**src/rtl/multicycle_control_unit_pkg.sv**
```systemverilog
//------------------------------------------------------------------------------
// Module      : cpu_pkg
// Description : Shared ISA encodings, control-mux encodings and FSM states
//               for the multi-cycle 16-bit CPU control unit.
// Revision    : 1.0 - initial release
//------------------------------------------------------------------------------
`default_nettype none

package cpu_pkg;

  localparam logic [3:0] c_op_rtype = 4'b0000;
  localparam logic [3:0] c_op_lw    = 4'b0001;
  localparam logic [3:0] c_op_sw    = 4'b0010;
  localparam logic [3:0] c_op_addi  = 4'b0011;
  localparam logic [3:0] c_op_beq   = 4'b0100;
  localparam logic [3:0] c_op_bne   = 4'b0101;
  localparam logic [3:0] c_op_jmp   = 4'b0110;

  localparam logic [3:0] c_funct_add = 4'b0000;
  localparam logic [3:0] c_funct_sub = 4'b0001;
  localparam logic [3:0] c_funct_sll = 4'b0010;
  localparam logic [3:0] c_funct_and = 4'b0011;

  localparam logic [3:0] c_alu_add = 4'b0000;
  localparam logic [3:0] c_alu_sub = 4'b0001;
  localparam logic [3:0] c_alu_sll = 4'b0010;
  localparam logic [3:0] c_alu_and = 4'b0011;

  localparam logic [1:0] c_pcsrc_alu    = 2'b00;
  localparam logic [1:0] c_pcsrc_branch = 2'b01;
  localparam logic [1:0] c_pcsrc_jump   = 2'b10;

  localparam logic [1:0] c_asb_rt  = 2'b00;
  localparam logic [1:0] c_asb_one = 2'b01;
  localparam logic [1:0] c_asb_imm = 2'b10;

  typedef enum logic [2:0] {
    S_IDLE   = 3'd0,
    S_FETCH  = 3'd1,
    S_DECODE = 3'd2,
    S_EXEC   = 3'd3,
    S_MEM    = 3'd4,
    S_WB     = 3'd5,
    S_TRAP   = 3'd6
  } state_t;

  // Undefined funct codes pass through unchanged; the FSM traps on them.
  function automatic logic [3:0] funct_to_alu(input logic [3:0] funct);
    case (funct)
      c_funct_add: funct_to_alu = c_alu_add;
      c_funct_sub: funct_to_alu = c_alu_sub;
      c_funct_sll: funct_to_alu = c_alu_sll;
      c_funct_and: funct_to_alu = c_alu_and;
      default:     funct_to_alu = funct;
    endcase
  endfunction

endpackage

`default_nettype wire

```
**src/rtl/multicycle_control_unit_if.sv**
```systemverilog
//------------------------------------------------------------------------------
// Module      : multicycle_control_unit_if
// Description : Control/status bundle between the control unit (master) and
//               the datapath/memory side (slave).
// Revision    : 1.0 - initial release
//------------------------------------------------------------------------------
`default_nettype none

interface multicycle_control_unit_if #(
  parameter int OPCODE_W = 4,
  parameter int FUNCT_W  = 4,
  parameter int ALU_OP_W = 4,
  parameter int CNT_W    = 16
);

  logic [OPCODE_W-1:0] opcode;
  logic [FUNCT_W-1:0]  Funct_field;
  logic                Zero;
  logic                mem_ready;
  logic                PC_Write;
  logic [1:0]          PC_Src;
  logic                IR_Write;
  logic                I_or_D;
  logic                Mem_Read;
  logic                Mem_Write;
  logic                Mem_to_Reg;
  logic                Reg_Write;
  logic                ALU_Src_A;
  logic [1:0]          ALU_Src_B;
  logic [ALU_OP_W-1:0] ALU_op;
  logic                Branch;
  logic                Jump;
  logic                Illegal_op;
  logic                Bus_Error;
  logic [CNT_W-1:0]    Instr_Retired;

  modport master (
    input  opcode, Funct_field, Zero, mem_ready,
    output PC_Write, PC_Src, IR_Write, I_or_D, Mem_Read, Mem_Write,
           Mem_to_Reg, Reg_Write, ALU_Src_A, ALU_Src_B, ALU_op,
           Branch, Jump, Illegal_op, Bus_Error, Instr_Retired
  );

  modport slave (
    output opcode, Funct_field, Zero, mem_ready,
    input  PC_Write, PC_Src, IR_Write, I_or_D, Mem_Read, Mem_Write,
           Mem_to_Reg, Reg_Write, ALU_Src_A, ALU_Src_B, ALU_op,
           Branch, Jump, Illegal_op, Bus_Error, Instr_Retired
  );

endinterface

`default_nettype wire

```
**src/rtl/multicycle_control_unit_wait_timer.sv**
```systemverilog
//------------------------------------------------------------------------------
// Module      : mcu_wait_timer
// Description : Counts consecutive memory wait cycles; flags the cycle that
//               would be the WAIT_MAX-th consecutive wait.
// Revision    : 1.0 - initial release
//------------------------------------------------------------------------------
`default_nettype none

module mcu_wait_timer #(
  parameter int WAIT_MAX = 15
) (
  input  wire logic clk,
  input  wire logic rst_n,
  input  wire logic i_tick,
  input  wire logic i_clear,
  output logic      o_expired
);

  localparam int c_cnt_w = (WAIT_MAX < 2) ? 1 : $clog2(WAIT_MAX);

  logic [c_cnt_w-1:0] r_count;

  always_ff @(posedge clk or negedge rst_n) begin
    if (!rst_n) begin
      r_count <= '0;
    end else if (i_clear) begin
      r_count <= '0;
    end else if (i_tick) begin
      r_count <= r_count + c_cnt_w'(1);
    end
  end

  // r_count holds the waits already seen, so this cycle is wait number r_count+1.
  assign o_expired = i_tick && (r_count == c_cnt_w'(WAIT_MAX - 1));

endmodule

`default_nettype wire

```
**src/rtl/multicycle_control_unit.sv**
```systemverilog
//------------------------------------------------------------------------------
// Module      : multicycle_control_unit
// Description : FETCH/DECODE/EXEC/MEM/WB sequencer for the multi-cycle CPU
//               with memory wait tolerance, traps and a retire counter.
// Revision    : 1.0 - initial release
//------------------------------------------------------------------------------
`default_nettype none

module multicycle_control_unit
  import cpu_pkg::*;
#(
  parameter int OPCODE_W = 4,
  parameter int FUNCT_W  = 4,
  parameter int ALU_OP_W = 4,
  parameter int WAIT_MAX = 15,
  parameter int CNT_W    = 16
) (
  input  wire logic clk,
  input  wire logic rst_n,
  multicycle_control_unit_if.master bus
);

  state_t           r_state;
  state_t           w_next;
  logic             r_illegal_op;
  logic             r_bus_error;
  logic [CNT_W-1:0] r_retired;
  logic             w_tick;
  logic             w_clear;
  logic             w_expired;
  logic             w_retire;
  logic             w_set_ill;
  logic             w_set_bus;
  logic             w_is_lw;

  assign w_is_lw = (bus.opcode == OPCODE_W'(c_op_lw));

  mcu_wait_timer #(
    .WAIT_MAX (WAIT_MAX)
  ) u_wait_timer (
    .clk       (clk),
    .rst_n     (rst_n),
    .i_tick    (w_tick),
    .i_clear   (w_clear),
    .o_expired (w_expired)
  );

  assign w_clear = ~w_tick | (w_next != r_state);

  always_ff @(posedge clk or negedge rst_n) begin
    if (!rst_n) begin
      r_state <= S_IDLE;
    end else begin
      r_state <= w_next;
    end
  end

  always_ff @(posedge clk or negedge rst_n) begin
    if (!rst_n) begin
      r_illegal_op <= 1'b0;
      r_bus_error  <= 1'b0;
      r_retired    <= '0;
    end else begin
      if (w_set_ill) r_illegal_op <= 1'b1;
      if (w_set_bus) r_bus_error  <= 1'b1;
      if (w_retire)  r_retired    <= r_retired + CNT_W'(1);
    end
  end

  assign bus.Illegal_op    = r_illegal_op;
  assign bus.Bus_Error     = r_bus_error;
  assign bus.Instr_Retired = r_retired;

  always_comb begin
    w_next         = r_state;
    w_tick         = 1'b0;
    w_retire       = 1'b0;
    w_set_ill      = 1'b0;
    w_set_bus      = 1'b0;
    bus.PC_Write   = 1'b0;
    bus.PC_Src     = c_pcsrc_alu;
    bus.IR_Write   = 1'b0;
    bus.I_or_D     = 1'b0;
    bus.Mem_Read   = 1'b0;
    bus.Mem_Write  = 1'b0;
    bus.Mem_to_Reg = 1'b0;
    bus.Reg_Write  = 1'b0;
    bus.ALU_Src_A  = 1'b0;
    bus.ALU_Src_B  = c_asb_rt;
    bus.ALU_op     = ALU_OP_W'(c_alu_add);
    bus.Branch     = 1'b0;
    bus.Jump       = 1'b0;

    case (r_state)
      S_IDLE: w_next = S_FETCH;

      S_FETCH: begin
        bus.Mem_Read  = 1'b1;
        bus.ALU_Src_B = c_asb_one;
        bus.IR_Write  = bus.mem_ready;
        bus.PC_Write  = bus.mem_ready;
        w_tick        = ~bus.mem_ready;
        if (bus.mem_ready) begin
          w_next = S_DECODE;
        end else if (w_expired) begin
          w_next    = S_TRAP;
          w_set_bus = 1'b1;
        end
      end

      S_DECODE: begin
        bus.ALU_Src_B = c_asb_imm;
        if (bus.opcode > OPCODE_W'(c_op_jmp)) begin
          w_next    = S_TRAP;
          w_set_ill = 1'b1;
        end else begin
          w_next = S_EXEC;
        end
      end

      S_EXEC: begin
        case (bus.opcode)
          OPCODE_W'(c_op_rtype): begin
            bus.ALU_Src_A = 1'b1;
            bus.ALU_op    = ALU_OP_W'(funct_to_alu(4'(bus.Funct_field)));
            if (bus.Funct_field > FUNCT_W'(c_funct_and)) begin
              w_next    = S_TRAP;
              w_set_ill = 1'b1;
            end else begin
              w_next = S_WB;
            end
          end
          OPCODE_W'(c_op_lw), OPCODE_W'(c_op_sw), OPCODE_W'(c_op_addi): begin
            bus.ALU_Src_A = 1'b1;
            bus.ALU_Src_B = c_asb_imm;
            w_next = (bus.opcode == OPCODE_W'(c_op_addi)) ? S_WB : S_MEM;
          end
          OPCODE_W'(c_op_beq), OPCODE_W'(c_op_bne): begin
            bus.ALU_Src_A = 1'b1;
            bus.ALU_op    = ALU_OP_W'(c_alu_sub);
            bus.Branch    = 1'b1;
            bus.PC_Src    = c_pcsrc_branch;
            bus.PC_Write  = (bus.opcode == OPCODE_W'(c_op_beq)) ? bus.Zero : ~bus.Zero;
            w_next        = S_FETCH;
            w_retire      = 1'b1;
          end
          OPCODE_W'(c_op_jmp): begin
            bus.Jump     = 1'b1;
            bus.PC_Src   = c_pcsrc_jump;
            bus.PC_Write = 1'b1;
            w_next       = S_FETCH;
            w_retire     = 1'b1;
          end
          default: begin
            w_next    = S_TRAP;
            w_set_ill = 1'b1;
          end
        endcase
      end

      S_MEM: begin
        bus.I_or_D    = 1'b1;
        bus.Mem_Read  = w_is_lw;
        bus.Mem_Write = ~w_is_lw;
        w_tick        = ~bus.mem_ready;
        if (bus.mem_ready) begin
          w_next   = w_is_lw ? S_WB : S_FETCH;
          w_retire = ~w_is_lw;
        end else if (w_expired) begin
          w_next    = S_TRAP;
          w_set_bus = 1'b1;
        end
      end

      S_WB: begin
        bus.Reg_Write  = 1'b1;
        bus.Mem_to_Reg = w_is_lw;
        w_next         = S_FETCH;
        w_retire       = 1'b1;
      end

      S_TRAP: w_next = S_TRAP;

      default: w_next = S_IDLE;
    endcase
  end

endmodule

`default_nettype wire

```
**src/flat_wrapper.sv**
```systemverilog
// flat-port wrapper written by rule: the top's interface ports become plain ports
module multicycle_control_unit_flat import cpu_pkg::*;
#(
  parameter int OPCODE_W = 4,
  parameter int FUNCT_W  = 4,
  parameter int ALU_OP_W = 4,
  parameter int WAIT_MAX = 15,
  parameter int CNT_W    = 16
)
  (clk, rst_n, bus_opcode, bus_Funct_field, bus_Zero, bus_mem_ready, bus_PC_Write, bus_PC_Src, bus_IR_Write, bus_I_or_D, bus_Mem_Read, bus_Mem_Write, bus_Mem_to_Reg, bus_Reg_Write, bus_ALU_Src_A, bus_ALU_Src_B, bus_ALU_op, bus_Branch, bus_Jump, bus_Illegal_op, bus_Bus_Error, bus_Instr_Retired);
  multicycle_control_unit_if #(.OPCODE_W(OPCODE_W), .FUNCT_W(FUNCT_W), .ALU_OP_W(ALU_OP_W), .CNT_W(CNT_W)) bus_i ();
  input  wire logic clk;
  input  wire logic rst_n;
  input wire logic [$bits(bus_i.opcode)-1:0] bus_opcode;
  input wire logic [$bits(bus_i.Funct_field)-1:0] bus_Funct_field;
  input wire logic [$bits(bus_i.Zero)-1:0] bus_Zero;
  input wire logic [$bits(bus_i.mem_ready)-1:0] bus_mem_ready;
  output wire logic [$bits(bus_i.PC_Write)-1:0] bus_PC_Write;
  output wire logic [$bits(bus_i.PC_Src)-1:0] bus_PC_Src;
  output wire logic [$bits(bus_i.IR_Write)-1:0] bus_IR_Write;
  output wire logic [$bits(bus_i.I_or_D)-1:0] bus_I_or_D;
  output wire logic [$bits(bus_i.Mem_Read)-1:0] bus_Mem_Read;
  output wire logic [$bits(bus_i.Mem_Write)-1:0] bus_Mem_Write;
  output wire logic [$bits(bus_i.Mem_to_Reg)-1:0] bus_Mem_to_Reg;
  output wire logic [$bits(bus_i.Reg_Write)-1:0] bus_Reg_Write;
  output wire logic [$bits(bus_i.ALU_Src_A)-1:0] bus_ALU_Src_A;
  output wire logic [$bits(bus_i.ALU_Src_B)-1:0] bus_ALU_Src_B;
  output wire logic [$bits(bus_i.ALU_op)-1:0] bus_ALU_op;
  output wire logic [$bits(bus_i.Branch)-1:0] bus_Branch;
  output wire logic [$bits(bus_i.Jump)-1:0] bus_Jump;
  output wire logic [$bits(bus_i.Illegal_op)-1:0] bus_Illegal_op;
  output wire logic [$bits(bus_i.Bus_Error)-1:0] bus_Bus_Error;
  output wire logic [$bits(bus_i.Instr_Retired)-1:0] bus_Instr_Retired;
  assign bus_i.opcode = bus_opcode;
  assign bus_i.Funct_field = bus_Funct_field;
  assign bus_i.Zero = bus_Zero;
  assign bus_i.mem_ready = bus_mem_ready;
  assign bus_PC_Write = bus_i.PC_Write;
  assign bus_PC_Src = bus_i.PC_Src;
  assign bus_IR_Write = bus_i.IR_Write;
  assign bus_I_or_D = bus_i.I_or_D;
  assign bus_Mem_Read = bus_i.Mem_Read;
  assign bus_Mem_Write = bus_i.Mem_Write;
  assign bus_Mem_to_Reg = bus_i.Mem_to_Reg;
  assign bus_Reg_Write = bus_i.Reg_Write;
  assign bus_ALU_Src_A = bus_i.ALU_Src_A;
  assign bus_ALU_Src_B = bus_i.ALU_Src_B;
  assign bus_ALU_op = bus_i.ALU_op;
  assign bus_Branch = bus_i.Branch;
  assign bus_Jump = bus_i.Jump;
  assign bus_Illegal_op = bus_i.Illegal_op;
  assign bus_Bus_Error = bus_i.Bus_Error;
  assign bus_Instr_Retired = bus_i.Instr_Retired;
  multicycle_control_unit #(.OPCODE_W(OPCODE_W), .FUNCT_W(FUNCT_W), .ALU_OP_W(ALU_OP_W), .WAIT_MAX(WAIT_MAX), .CNT_W(CNT_W)) u_core (.clk(clk), .rst_n(rst_n), .bus(bus_i));
endmodule
```
**config.mk**
```make
export PLATFORM = sky130hd
export DESIGN_NAME = multicycle_control_unit_flat
export DESIGN_NICKNAME = d
export VERILOG_FILES = /design/src/rtl/multicycle_control_unit_pkg.sv /design/src/rtl/multicycle_control_unit_if.sv /design/src/rtl/multicycle_control_unit_wait_timer.sv /design/src/rtl/multicycle_control_unit.sv /design/src/flat_wrapper.sv
export SDC_FILE = /design/constraint.sdc
export NUM_CORES = 1
export LEC_CHECK = 0
export BUFFER_PORTS_ARGS = -buffer_cell sky130_fd_sc_hd__buf_2
export CORE_MARGIN = 2
export CORE_UTILIZATION = 51
export DETAILED_ROUTE_END_ITERATION = 16
export GPL_TIMING_DRIVEN = 1
export PLACE_DENSITY = 0.82
export SETUP_SLACK_MARGIN = 0.15
export SYNTH_ARGS = -nofsm -noshare
export SYNTH_HDL_FRONTEND = slang
export SYNTH_SLANG_ARGS = --single-unit
```
**constraint.sdc**
```tcl
create_clock -name clk -period 2.2 [get_ports clk]
set_input_delay 0.22 -clock clk [delete_from_list [all_inputs] [get_ports clk]]
set_output_delay 0.22 -clock clk [all_outputs]
set_load 0.02 [all_outputs]
```
# Word-level counts from Yosys, hierarchy flattened
# Index checks and enable logic that the tools add are counted.
[op_classes]
n_addsub = 2
n_mul = 0
div = 0
magnitude_cmp = 2
eq_ne = 17
n_shift = 0
muxes = 44
bitwise_logic = 5
reduce_logical = 12
[op_table]
columns = ["cell", "count"]
rows = [
  ["2-to-1 mux 1 bit", 21],
  ["case mux 3 bit (6 select lines)", 1],
  ["adder 16 x 1 -> 16 bit (second input constant)", 1],
  ["== test 4 x 2 -> 1 bit (second input constant)", 4],
  ["case mux 4 bit (4 select lines)", 1],
  ["2-to-1 mux 3 bit", 5],
  ["== test 4 x 3 -> 1 bit (second input constant)", 3],
  ["2-to-1 mux 4 bit", 3],
  ["OR reduction 6 bit", 2],
  ["case mux 1 bit (2 select lines)", 5],
  ["== test 3 bit (second input constant)", 3],
  ["case mux 3 bit (3 select lines)", 1],
  ["== test 4 x 1 -> 1 bit (second input constant)", 2],
  ["logical NOT 4 bit", 2],
  ["case mux 4 bit (2 select lines)", 1],
  ["== test 3 x 2 -> 1 bit (second input constant)", 2],
  ["2-to-1 mux 2 bit", 3],
  ["case mux 2 bit (3 select lines)", 1],
  ["OR reduction 2 bit", 3],
  ["OR reduction 3 bit", 2],
  ["adder 4 x 1 -> 4 bit (second input constant)", 1],
  ["== test 4 bit (second input constant)", 1],
  ["greater-than comparator 4 x 2 -> 1 bit (second input constant)", 1],
  ["greater-than comparator 4 x 3 -> 1 bit (second input constant)", 1],
  ["other kinds (9)", 12],
]
[totals]
register_bits = 25
latchBits = 0
ramBits = 0
rom_bits = 0
inputBits = 12
wordCells = 87
n_memories = 0

# Logic depth before layout (Yosys ltp)
# Gate-level depths: netlist (run 1).
[logic_depth]
depth_word = 10
ltp_mapped = 6

# By module
# Synthesis (run 1) repeated with hierarchy kept, for this count alone.
[unflattened]
hier_cells = 163
hier_area_um2 = 1575.3
[modules_own_cells]
columns = ["module", "n_inst", "cells_each", "area_each_um2", "seq_area_each_um2"]
rows = [
  ["multicycle_control_unit", 1, 143, 1352.5, 525.5],
  ["mcu_wait_timer", 1, 20, 222.7, 100.1],
]

# Worst setup path after synthesis (run 1)
# Ideal clock, no wire load.
[synth_timing]
kind = "register to output"
start = "register u_core.r_state[2]"
end = "output bus_PC_Src[1]"
arrival_ns = 1.740
slack_ns = 0.240
stages_incl_launch_ff = 5
n_path_buf = 1
path_cell_list = "dfrtp_1 and4bb_2 nand2_1 nor3b_1 buf_4"
[synth_between]
elab_chain_len = 2
[synth_rtl]
columns = ["item", "line_no", "rtl"]
rows = [
  ["from (decl)", "multicycle_control_unit.sv:23", "state_t r_state;"],
  ["from (signal assigned)", "multicycle_control_unit.sv:54", "r_state <= w_next;"],
  ["== test 3 x 2 -> 1 bit", "multicycle_control_unit.sv:94", "case (r_state)"],
  ["2-to-1 mux 2 bit", "multicycle_control_unit.sv:94", ""],
  ["to (decl)", "flat_wrapper.sv:19", "output wire logic [$bits(bus_i.PC_Src)-1:0] bus_PC_Src;"],
]
# No other way between the ends.

# Final worst setup path (run 1)
[layout_timing]
start = "register u_core.r_state[2]"
end = "output bus_PC_Write"
[layout_between]
elab_chain_len = 2
word_cells_on_any_way = 3
classes_between = "eq/ne (2); mux (1)"
[layout_rtl]
columns = ["item", "line_no", "rtl"]
rows = [
  ["== test 3 x 2 -> 1 bit or == test 3 x 1 -> 1 bit (tied branches)", "multicycle_control_unit.sv:94", ""],
  ["case mux 1 bit (2 select lines) (*)", "multicycle_control_unit.sv:94", ""],
  ["to (decl)", "flat_wrapper.sv:18", "output wire logic [$bits(bus_i.PC_Write)-1:0] bus_PC_Write;"],
]
# Mark *: on every way between the ends. The rest lies on a longest branch, timed or not.

==> impl_metrics.ini, run 1 <==
[drt]
first_iter_violations = 46
wl_um = 3310
vias = 1326
drc = 0
wl_per_cell_um = 13.9
first_pass_iters = 4
via_per_inst = 5.57
ant_nets = 0

[setup_path]
reg2reg_setup_slack_ps = 380
crit_path_end_kind = output port
crit_slowest_cell = dfrtp_1
crit_chain = buf_4 -> nand2b_1 -> nor2_2 -> and2_1 -> o21bai_1 -> buf_2
ff2ff_path_depth = 5
start_kind = flop
cp_slowest_stage_delay_ps = 430
critPathKind = reg -> out
crit_fanout = 7
arrival_ps = 1720
required_ps = 1980

[synthesis]
synthTopCellsByCount = 25 x dfrtp_1, 16 x xor2_1, 13 x nor2_1
synth_top_area_cell = dfrtp_1
synthFlopType = dfrtp_1
synth.most_common_cell = dfrtp_1
synth-edff-count = 0
synth_async_sr_flop_share_pct = 100
ys_seq_area_share_pct = 39.3
synth_cell_types = 49
synth_area_sq_mm = 0.00159
syn_nets = 173
synth-seq-cells = 25
syn_area_per_cell_sq_um = 10.1
synth_warnings = 0
syn-instance-count = 158
synthTopCellsByArea = dfrtp_1 39%, xor2_1 8.8%, a21oi_2 3.9%
synth.top_cell.area_share_pct = 39.3

[run_status]
run_status = complete, no violations

[power_and_ir_drop]
p_switching_w = 0.000761
p_per_area_mw_per_mm2 = 902
seqPwrFrac_pct = 39.6
combPwrFrac_pct = 48.5
p_int_w = 0.000925
swShare_pct = 45.1
clkPwrFrac_pct = 11.9
peakVddDrop_uv = 530
leakagePower_nw = 0.981

[cts]
htree_num_levels = 1
clk_pin_slew_ps = 120
cts_tree = built
clockBufferDepth = 2
cts_root_buf = clkbuf_4
clkLatencyLatePin_ps = 320
cts_sinks = 25
post_cts_buffers = 0
cts_buffers = 3

[final_layout]
seqCellArea_sq_um = 626
fillers = 262
final_core_util_pct = 62.3
multi_input_area_sq_um = 873
antennaDiodeCount = 0
area_growth_pct = 17.5
nNetsFinal = 221
drive_gt1_share_pct = 37.6

[placed_design]
routabilityCongestion = 0.794
portBuffers = 47
dpl.hpwl_um = 2470

[job]
drv_cap = 0

[grt]
grt_first_pass_wirelength_um = 5420
grt_pass1_vias = 1202
grt_max_degree = 26
antenna_found_initial = 0
grt_use_total_pct = 19.8
globalRoute.totalOverflow = 0

[sta]
worst-slew-pin-transition_ps = 540
grt_setup_unrepaired = yes
fin_crit_ps = 1940
fin_tns_setup_ps = 0
layout_worst_path_cycle_share_pct = 88.2
drv_slew = 0
max_freq_ghz = 0.515
max_slew_margin_pct = 63.5
hold_viol = 0
setup_viol = 0
finClkSkew_ps = 11.3

[floorplanning]
ios = 48
die_w_um = 59.8
core_sq_mm = 0.00300
fp-row-count = 20
die_y_um = 59.8
die-area_sq_mm = 0.00358
start_util_pct = 53.0

[hold_path]
min_path_type = in -> reg
hold_depth = 3
## kinds of logic after synthesis
logic type | Yosys count | synth area share [%]
flops | 25 | 39.3
fa+ha+maj | 3 | 2.36
compound gates | 38 | 20.1
mux | 1 | 0.944
xor+xnor | 18 | 9.91
simple gates | 58 | 21.1
buf+inv | 15 | 6.21
## per-stage QoR
step / power (W) / area [sq um] / instances / worst slack (ps) / hold WS (ps)
final: 0.00169 / 1870 / 238 / 260 / 285
after floorplan: 0.00125 / 1590 / 158 / 240 / -75.6
after global placement: 0.00146 / 1820 / 233 / 262 / 237
after detailed placement: 0.00148 / 1820 / 233 / 222 / 242
after CTS: 0.00170 / 1860 / 238 / 174 / 255
after global routing: 0.00181 / 1870 / 238 / 119 / 265
## critical path, delay by kind of cell, from the launching register on
family / cells / cell delay, ps
AND/OR/NAND/NOR: 3 / 530
buffers and inverters: 2 / 340
AO/OA/AOI/OAI: 1 / 110
flip-flops: 1 / 430
## layer usage
layer	track usage, %	share of wire, %
met1	25.5	45
met2	33.7	51
met3	3.90	3.5
met4	5.08	0.39
met5	0	0
## state kept, by name, summed over array words and instances (netlist names)
register / flops
u_core.u_wait_timer.r_count: 4
u_core.bus.Illegal_op: 1
u_core.bus.Instr_Retired: 16
u_core.r_state: 3
u_core.bus.Bus_Error: 1
## cells in the final DEF, fill, tap and decap left out, types with 2 or more instances in the layout
cell type,instances
a211oi_1,4
a211oi_2,3
a21boi_0,2
a21oi_1,2
a21oi_2,7
a31oi_1,2
a41o_1,2
and2_1,2
and3_1,5
and4_1,2
buf_2,47
buf_4,5
clkbuf_4,3
dfrtp_1,25
ha_1,3
inv_1,5
nand2_1,9
nand2b_1,2
nand3_1,9
nand4_1,4
nor2_1,12
nor2b_1,2
nor3_1,2
o21ai_0,6
xnor2_1,2
xor2_1,16
## cell type report
| cell class | count | share of cell area (%) |
|---|---|---|
| Tap cell | 33 | 2.21 |
| Clock inverter | 1 | 0.268 |
| Inverter | 5 | 1.00 |
| Sequential cell | 25 | 33.5 |
| Clock buffer | 3 | 1.20 |
| Timing Repair Buffer | 53 | 15.1 |
| Multi-Input combinational cell | 118 | 46.7 |
## power by group through the flow
stage	logic [W]	clock network [W]	registers [W]
floorplan	0.000562	0	0.000691
global placement	0.000797	0	0.000666
detailed placement	0.000806	0	0.000676
CTS	0.000817	0.000213	0.000668
global route	0.000900	0.000231	0.000680
finish	0.000817	0.000201	0.000668
## final timing paths
check | endpoint | start
worst max-delay path | bus_PC_Write | u_core.r_state[2]
worst min-delay path | u_core.r_state[2] | bus_mem_ready
worst max register to register | u_core.bus.Instr_Retired[1] | u_core.r_state[1]
worst min register to register | u_core.bus.Illegal_op | u_core.bus.Illegal_op
max in group asynchronous | u_core.bus.Instr_Retired[7] | rst_n
min in group asynchronous | u_core.bus.Instr_Retired[15] | rst_n
## repair_timing
item                                    in CTS  in global routing
gates resized for setup                      0                  2
hold buffers                                 1                  0
endpoints found under the setup margin       0                  3
endpoints found under the hold margin       25                  0
Note: power is estimated with default switching activity, not from simulation.
==> run 2: changes to the inputs <==
Settings changed: GPL_ROUTABILITY_DRIVEN from default to 0, PLACE_DENSITY 0.82 to 0.79.
==> run 2 against run 1 <==
Design area unchanged. Sequential power increased by 5.8%. Clock power up 7%. Clock-buffer cell count is the same. Register-to-register slack got worse by 60 ps. Flip-flop and latch count unchanged. Cell count fell by 0.42%. Non-clock buffer count shrank 1. Global-route usage is 0.50 points higher. Via count up 1.9%. Worst hold slack lost 37 ps. Critical path type unchanged. Critical endpoint is now bus_ALU_op[0].
==> impl_metrics.ini, run 2 (synthesis gave the netlist of run 1 again) <==
[setup_path]
crit_fanout = 8
start_kind = flop
cp_slowest_stage_delay_ps = 480
path_buf_inv = 1
crit_family = simple AND/OR/NAND/NOR gates
critPathKind = reg -> out
arrival_ps = 1710
required_ps = 1980
crit_path_end_kind = output port
crit_chain = and4bb_4 -> nand2_1 -> nor2_1 -> a31o_2 -> buf_2
crit_slowest_cell = dfrtp_2

[floorplanning]
fp-row-count = 20
start_util_pct = 53.0
ios = 48
die_y_um = 59.8
die_w_um = 59.8
core_sq_mm = 0.00300
die-area_sq_mm = 0.00358

[power_and_ir_drop]
leakagePower_nw = 0.970
p_per_area_mw_per_mm2 = 907
peakVddDrop_uv = 605

[cts]
htree_num_levels = 1
clkLatencyLatePin_ps = 320
cts_tree = built
cts_sinks = 25
clockBufferDepth = 2
cts_buffers = 3
cts_root_buf = clkbuf_4
clk_pin_slew_ps = 140

[grt]
globalRoute.totalOverflow = 0
grt_first_pass_wirelength_um = 5580
grt_use_total_pct = 20.3
grt_max_degree = 26
antenna_found_initial = 0
grt_pass1_vias = 1223

[sta]
layout_worst_path_cycle_share_pct = 87.9
grt_setup_unrepaired = no
finClkSkew_ps = 6.00
setup_viol = 0
worst-slew-pin-transition_ps = 593
hold_viol = 0
fin_crit_ps = 1930
fin_tns_setup_ps = 0
max_slew_margin_pct = 59.9
hold_ws_ps = 249
max_freq_ghz = 0.517
drv_slew = 0

[final_layout]
drive_gt1_share_pct = 38.2
antennaDiodeCount = 0
nNetsFinal = 220
mostFrequentLayoutCell = buf_2
final_cells = 237
largest_reg_flops = 16
area_growth_pct = 17.5
post-route-cell-area_sq_mm = 0.00187
most-common-layout-cells = 47 x buf_2, 22 x dfrtp_1, 16 x xor2_1

[placed_design]
portBuffers = 47
dpl.hpwl_um = 2430
placed_area_sq_mm = 0.00181
placed_cells = 231

[drt]
ant_nets = 0
first_pass_iters = 4
vias = 1351
drc = 0
wl_per_cell_um = 14.1
first_iter_violations = 64
via_per_inst = 5.70
wl_um = 3350

[hold_path]
min_path_type = in -> reg

[run_status]
run_status = complete, no violations

[job]
drv_cap = 0
## run 2: changes by cell type in the layout (fill, tap and decap cells not counted)
cell | previous run | this run
dfrtp_1 | 25 | 22
clkinvlp_4 | 0 | 1
dfrtp_2 | 0 | 3
nor2_1 | 12 | 13
and4bb_2 | 1 | 0
nor2_2 | 1 | 0
and4bb_4 | 0 | 1
clkinv_2 | 1 | 0
buf_4 | 5 | 4
## run 2: final timing paths
kind / depth (start not counted) / endpoint / slack [ps] / start
min: 3 / u_core.r_state[2] / 250 / bus_mem_ready
min reg2reg: 1 / u_core.bus.Illegal_op / 480 / u_core.bus.Illegal_op
max in group asynchronous: 2 / u_core.r_state[2] / 1370 / rst_n
min in group asynchronous: 2 / u_core.bus.Instr_Retired[12] / 410 / rst_n
max: 5 / bus_ALU_op[0] / 270 / u_core.r_state[2]
max reg2reg: 5 / u_core.bus.Instr_Retired[14] / 320 / u_core.r_state[1]
## run 2: routing by layer
metal | share of wire [%] | routed length [um] | track usage, %
met5 | 0 | 0 | 0
met4 | 0.72 | 24 | 7.30
met3 | 5.1 | 172 | 2.81
met2 | 50 | 1670 | 33.1
met1 | 44 | 1480 | 27.3
## run 2: power by group
part / total (W) / switching [W] / internal (W) / leakage, nW
Combinational: 0.000772 / 0.000465 / 0.000307 / 0.634
Sequential: 0.000707 / 0.000161 / 0.000546 / 0.322
Clock: 0.000216 / 0.000147 / 0.0000693 / 0.0139
Total: 0.00170 / 0.000773 / 0.000922 / 0.970
## run 2: tightest hold or removal path, stage by stage
cell,delay (ps)
buf_2,150
nand2_1,70
a22o_1,110
## run 2: layout make-up
class | count | area (sq um)
clock buffers | 3 | 22.5
clock inverters | 1 | 7.51
fillers | 259 | 1130
inverters | 5 | 18.8
multi-input cells | 118 | 875
flip-flops and latches | 25 | 629
well taps | 33 | 41.3
repair buffers | 52 | 275
## run 2: timing repair
| item | in CTS | in global routing |
|---|---|---|
| setup buffers | 0 | 1 |
| setup endpoints to repair | 0 | 5 |
| endpoints found under the hold margin | 25 | 0 |
| hold buffers | 1 | 0 |
| gates resized for setup | 0 | 5 |
## run 2: stage by stage
stage	power, W	worst slack [ps]	util [%]
detailed placement	0.00145	258	60.3
global route	0.00182	161	62.3
floorplan	0.00125	240	-
CTS	0.00167	175	61.6
global placement	0.00143	290	60.3
finish	0.00170	266	62.3
==> run 3: changes to the inputs <==
Settings changed: SYNTH_HIERARCHICAL from default to 1.
==> run 3 against run 2 <==
Area after synthesis down 0.94%. Synthesized cell count increased by 3.2%. Combinational power is 19% higher. Routed wire length is 8.5% higher. Cell count is 4.6% higher. Clock skew down 1.9 ps. Critical path type unchanged. Largest cell class unchanged.
==> impl_metrics.ini, run 3 <==
[run_status]
run_status = complete, no violations

[sta]
drv_slew = 0
hold_viol = 0
setup_viol = 0
fin_crit_ps = 1940
grt_setup_unrepaired = yes
worst-slew-pin-transition_ps = 554
finClkSkew_ps = 4.09
final.setup.worst_slack_ps = 261
layout_worst_path_cycle_share_pct = 88.1
fin_tns_setup_ps = 0
hold_ws_ps = 361
max_slew_margin_pct = 63.0
max_freq_ghz = 0.516

[cts]
htree_num_levels = 1
cts_tree = built
clockBufferDepth = 2
clk_pin_slew_ps = 130
cts_root_buf = clkbuf_4
cts_sinks = 25
cts_buffers = 3
clkLatencyLatePin_ps = 310

[floorplanning]
ios = 48
die_w_um = 59.6
start_util_pct = 52.5
fp-row-count = 20
core_sq_mm = 0.00300
die_y_um = 59.6
die-area_sq_mm = 0.00355

[placed_design]
portBuffers = 47
placed_area_sq_mm = 0.00183
placed_cells = 238
dpl.hpwl_um = 2660
preCtsSetupSlack_ps = 151

[drt]
drc = 0
ant_nets = 0
wl_per_cell_um = 14.6
vias = 1404
wl_um = 3630
first_iter_violations = 64
first_pass_iters = 5
via_per_inst = 5.66

[synthesis]
synth-edff-count = 0
synth-seq-cells = 25
synth_top_area_cell = dfrtp_1
synth.top_cell.area_share_pct = 39.7
synth_async_sr_flop_share_pct = 100
synth_warnings = 6
synth_area_sq_mm = 0.00158
synth_cell_types = 44
synth.most_common_cell = dfrtp_1
ys_seq_area_share_pct = 39.7
synthTopCellsByArea = dfrtp_1 40%, xor2_1 7.8%, a211oi_1 3.3%
syn_area_per_cell_sq_um = 9.66
syn_nets = 178
synthFlopType = dfrtp_1
syn-instance-count = 163
synthTopCellsByCount = 25 x dfrtp_1, 14 x nor2_1, 14 x xor2_1

[final_layout]
largest_reg_flops = 16
final_cells = 248
mostFrequentLayoutCell = buf_2
drive_gt1_share_pct = 35.3
antennaDiodeCount = 0
post-route-cell-area_sq_mm = 0.00193
fillers = 269
nNetsFinal = 231
most-common-layout-cells = 47 x buf_2, 22 x dfrtp_1, 14 x nor2_1, 14 x xor2_1, 11 x nand2_1
area_growth_pct = 22.6

[grt]
grt_max_degree = 26
grt_use_total_pct = 21.7
grt_pass1_vias = 1288
antenna_found_initial = 0
globalRoute.totalOverflow = 0
grt_first_pass_wirelength_um = 6000

[power_and_ir_drop]
p_per_area_mw_per_mm2 = 933
seqPwrFrac_pct = 37.8
peakVddDrop_uv = 491
swShare_pct = 44.9
leakagePower_nw = 0.987
p_switching_w = 0.000808
p_int_w = 0.000993
combPwrFrac_pct = 51.0
clkPwrFrac_pct = 11.2

[setup_path]
crit_cells = 5
crit_family = flip-flops
cp_slowest_stage_delay_ps = 480
crit_chain = nand2b_1 -> buf_4 -> nor3_1 -> o21bai_1 -> buf_2
crit_fanout = 7
arrival_ps = 1720
cp-startpoint = u_core/r_state[2]
crit_slowest_cell = dfrtp_2
ff2ff_path_depth = 7
path_buf_inv = 2
start_kind = flop
crit_path_end_kind = output port
r2r_start = u_core/r_state[0]
critPathKind = reg -> out
required_ps = 1980

[hold_path]
hold_depth = 3
hp-start = bus_opcode[0]
min_path_type = in -> reg

[job]
drv_cap = 0
run 3: changes by cell type in the layout (fill, tap and decap cells not counted), sizes merged, moves of 2 or more:
cell | previous run | this run
nand3 | 10 | 7
a211oi | 7 | 9
buf | 51 | 56
a31oi | 3 | 1
a41o | 2 | 0
a21o | 1 | 3
and2 | 2 | 4
o21ai | 6 | 3
and3 | 5 | 0
nand2b | 2 | 6
nand2 | 10 | 12
xor2 | 16 | 14
o32ai | 1 | 3
run 3: worst reg2reg max path: stages, from the launching register on:
cell and delay (ps):
dfrtp_2 490, nand2b_1 210, a211oi_4 290, and4_4 270, nor2_1 70, o22ai_1 210, o32ai_1 140, a21o_1 170
run 3: worst paths after layout:
kind | to | slack, ps
max | bus_PC_Write | 260
max reg2reg | u_core/r_state[0] | 270
min | u_core/r_state[0] | 360
max in group asynchronous | u_core/r_state[0] | 1400
min in group asynchronous | u_core/bus.Bus_Error | 410
min reg2reg | u_core/bus.Bus_Error | 480
run 3: repair_timing:
item / CTS / global route
endpoints found under the setup margin: 8 / 9
endpoints found under the hold margin: 25 / 0
hold buffers: 1 / 0
buffers inserted: 0 / 5
gates cloned: 0 / 0
resized for setup: 4 / 3
run 3: metal layers:
layer  global-route usage [%]  part of all wire [%]  vias to the layer above
met2                     34.7                    50                       39
met5                        0                     0                        -
met4                     4.13                  0.66                        0
li1                         -                     -                      687
met1                     31.0                    44                      676
met3                     3.93                   4.8                        2
run 3: kinds of logic (layout without fill, tap and decap cells):
group	count (synthesis)	in the layout	share of synthesized area, %
flops	25	25	39.7
simple gates	63	63	22.2
buf+inv	14	66	5.00
fa+ha+maj	3	3	2.38
xor+xnor	17	17	9.45
mux	2	2	1.91
compound gates	39	39	19.3
run 3: per-stage QoR:
step | util (%) | power (W)
after detailed placement | 61.1 | 0.00151
after global placement | 61.1 | 0.00148
after CTS | 62.6 | 0.00172
after floorplan | - | 0.00127
final | 64.3 | 0.00180
after global routing | 64.3 | 0.00193
run 3: area by class of cell:
| class | count | area [sq um] | share of cell area [%] |
|---|---|---|---|
| well taps | 33 | 41.3 | 2.14 |
| clock buffers | 4 | 26.3 | 1.36 |
| multi-input cells | 124 | 902 | 46.7 |
| flip-flops and latches | 25 | 629 | 32.6 |
| repair buffers | 57 | 313 | 16.2 |
| inverters | 5 | 18.8 | 0.972 |
run 3: power groups by stage:
| stage | clock network (W) | registers [W] | logic [W] |
|---|---|---|---|
| 6_report | 0.000202 | 0.000681 | 0.000918 |
| 5_1_grt | 0.000232 | 0.000699 | 0.00100 |
| 4_1_cts | 0.000211 | 0.000711 | 0.000802 |
| 3_5_place_dp | 0 | 0.000714 | 0.000794 |
| 3_3_place_gp | 0 | 0.000706 | 0.000773 |
| 2_1_floorplan | 0 | 0.000684 | 0.000590 |
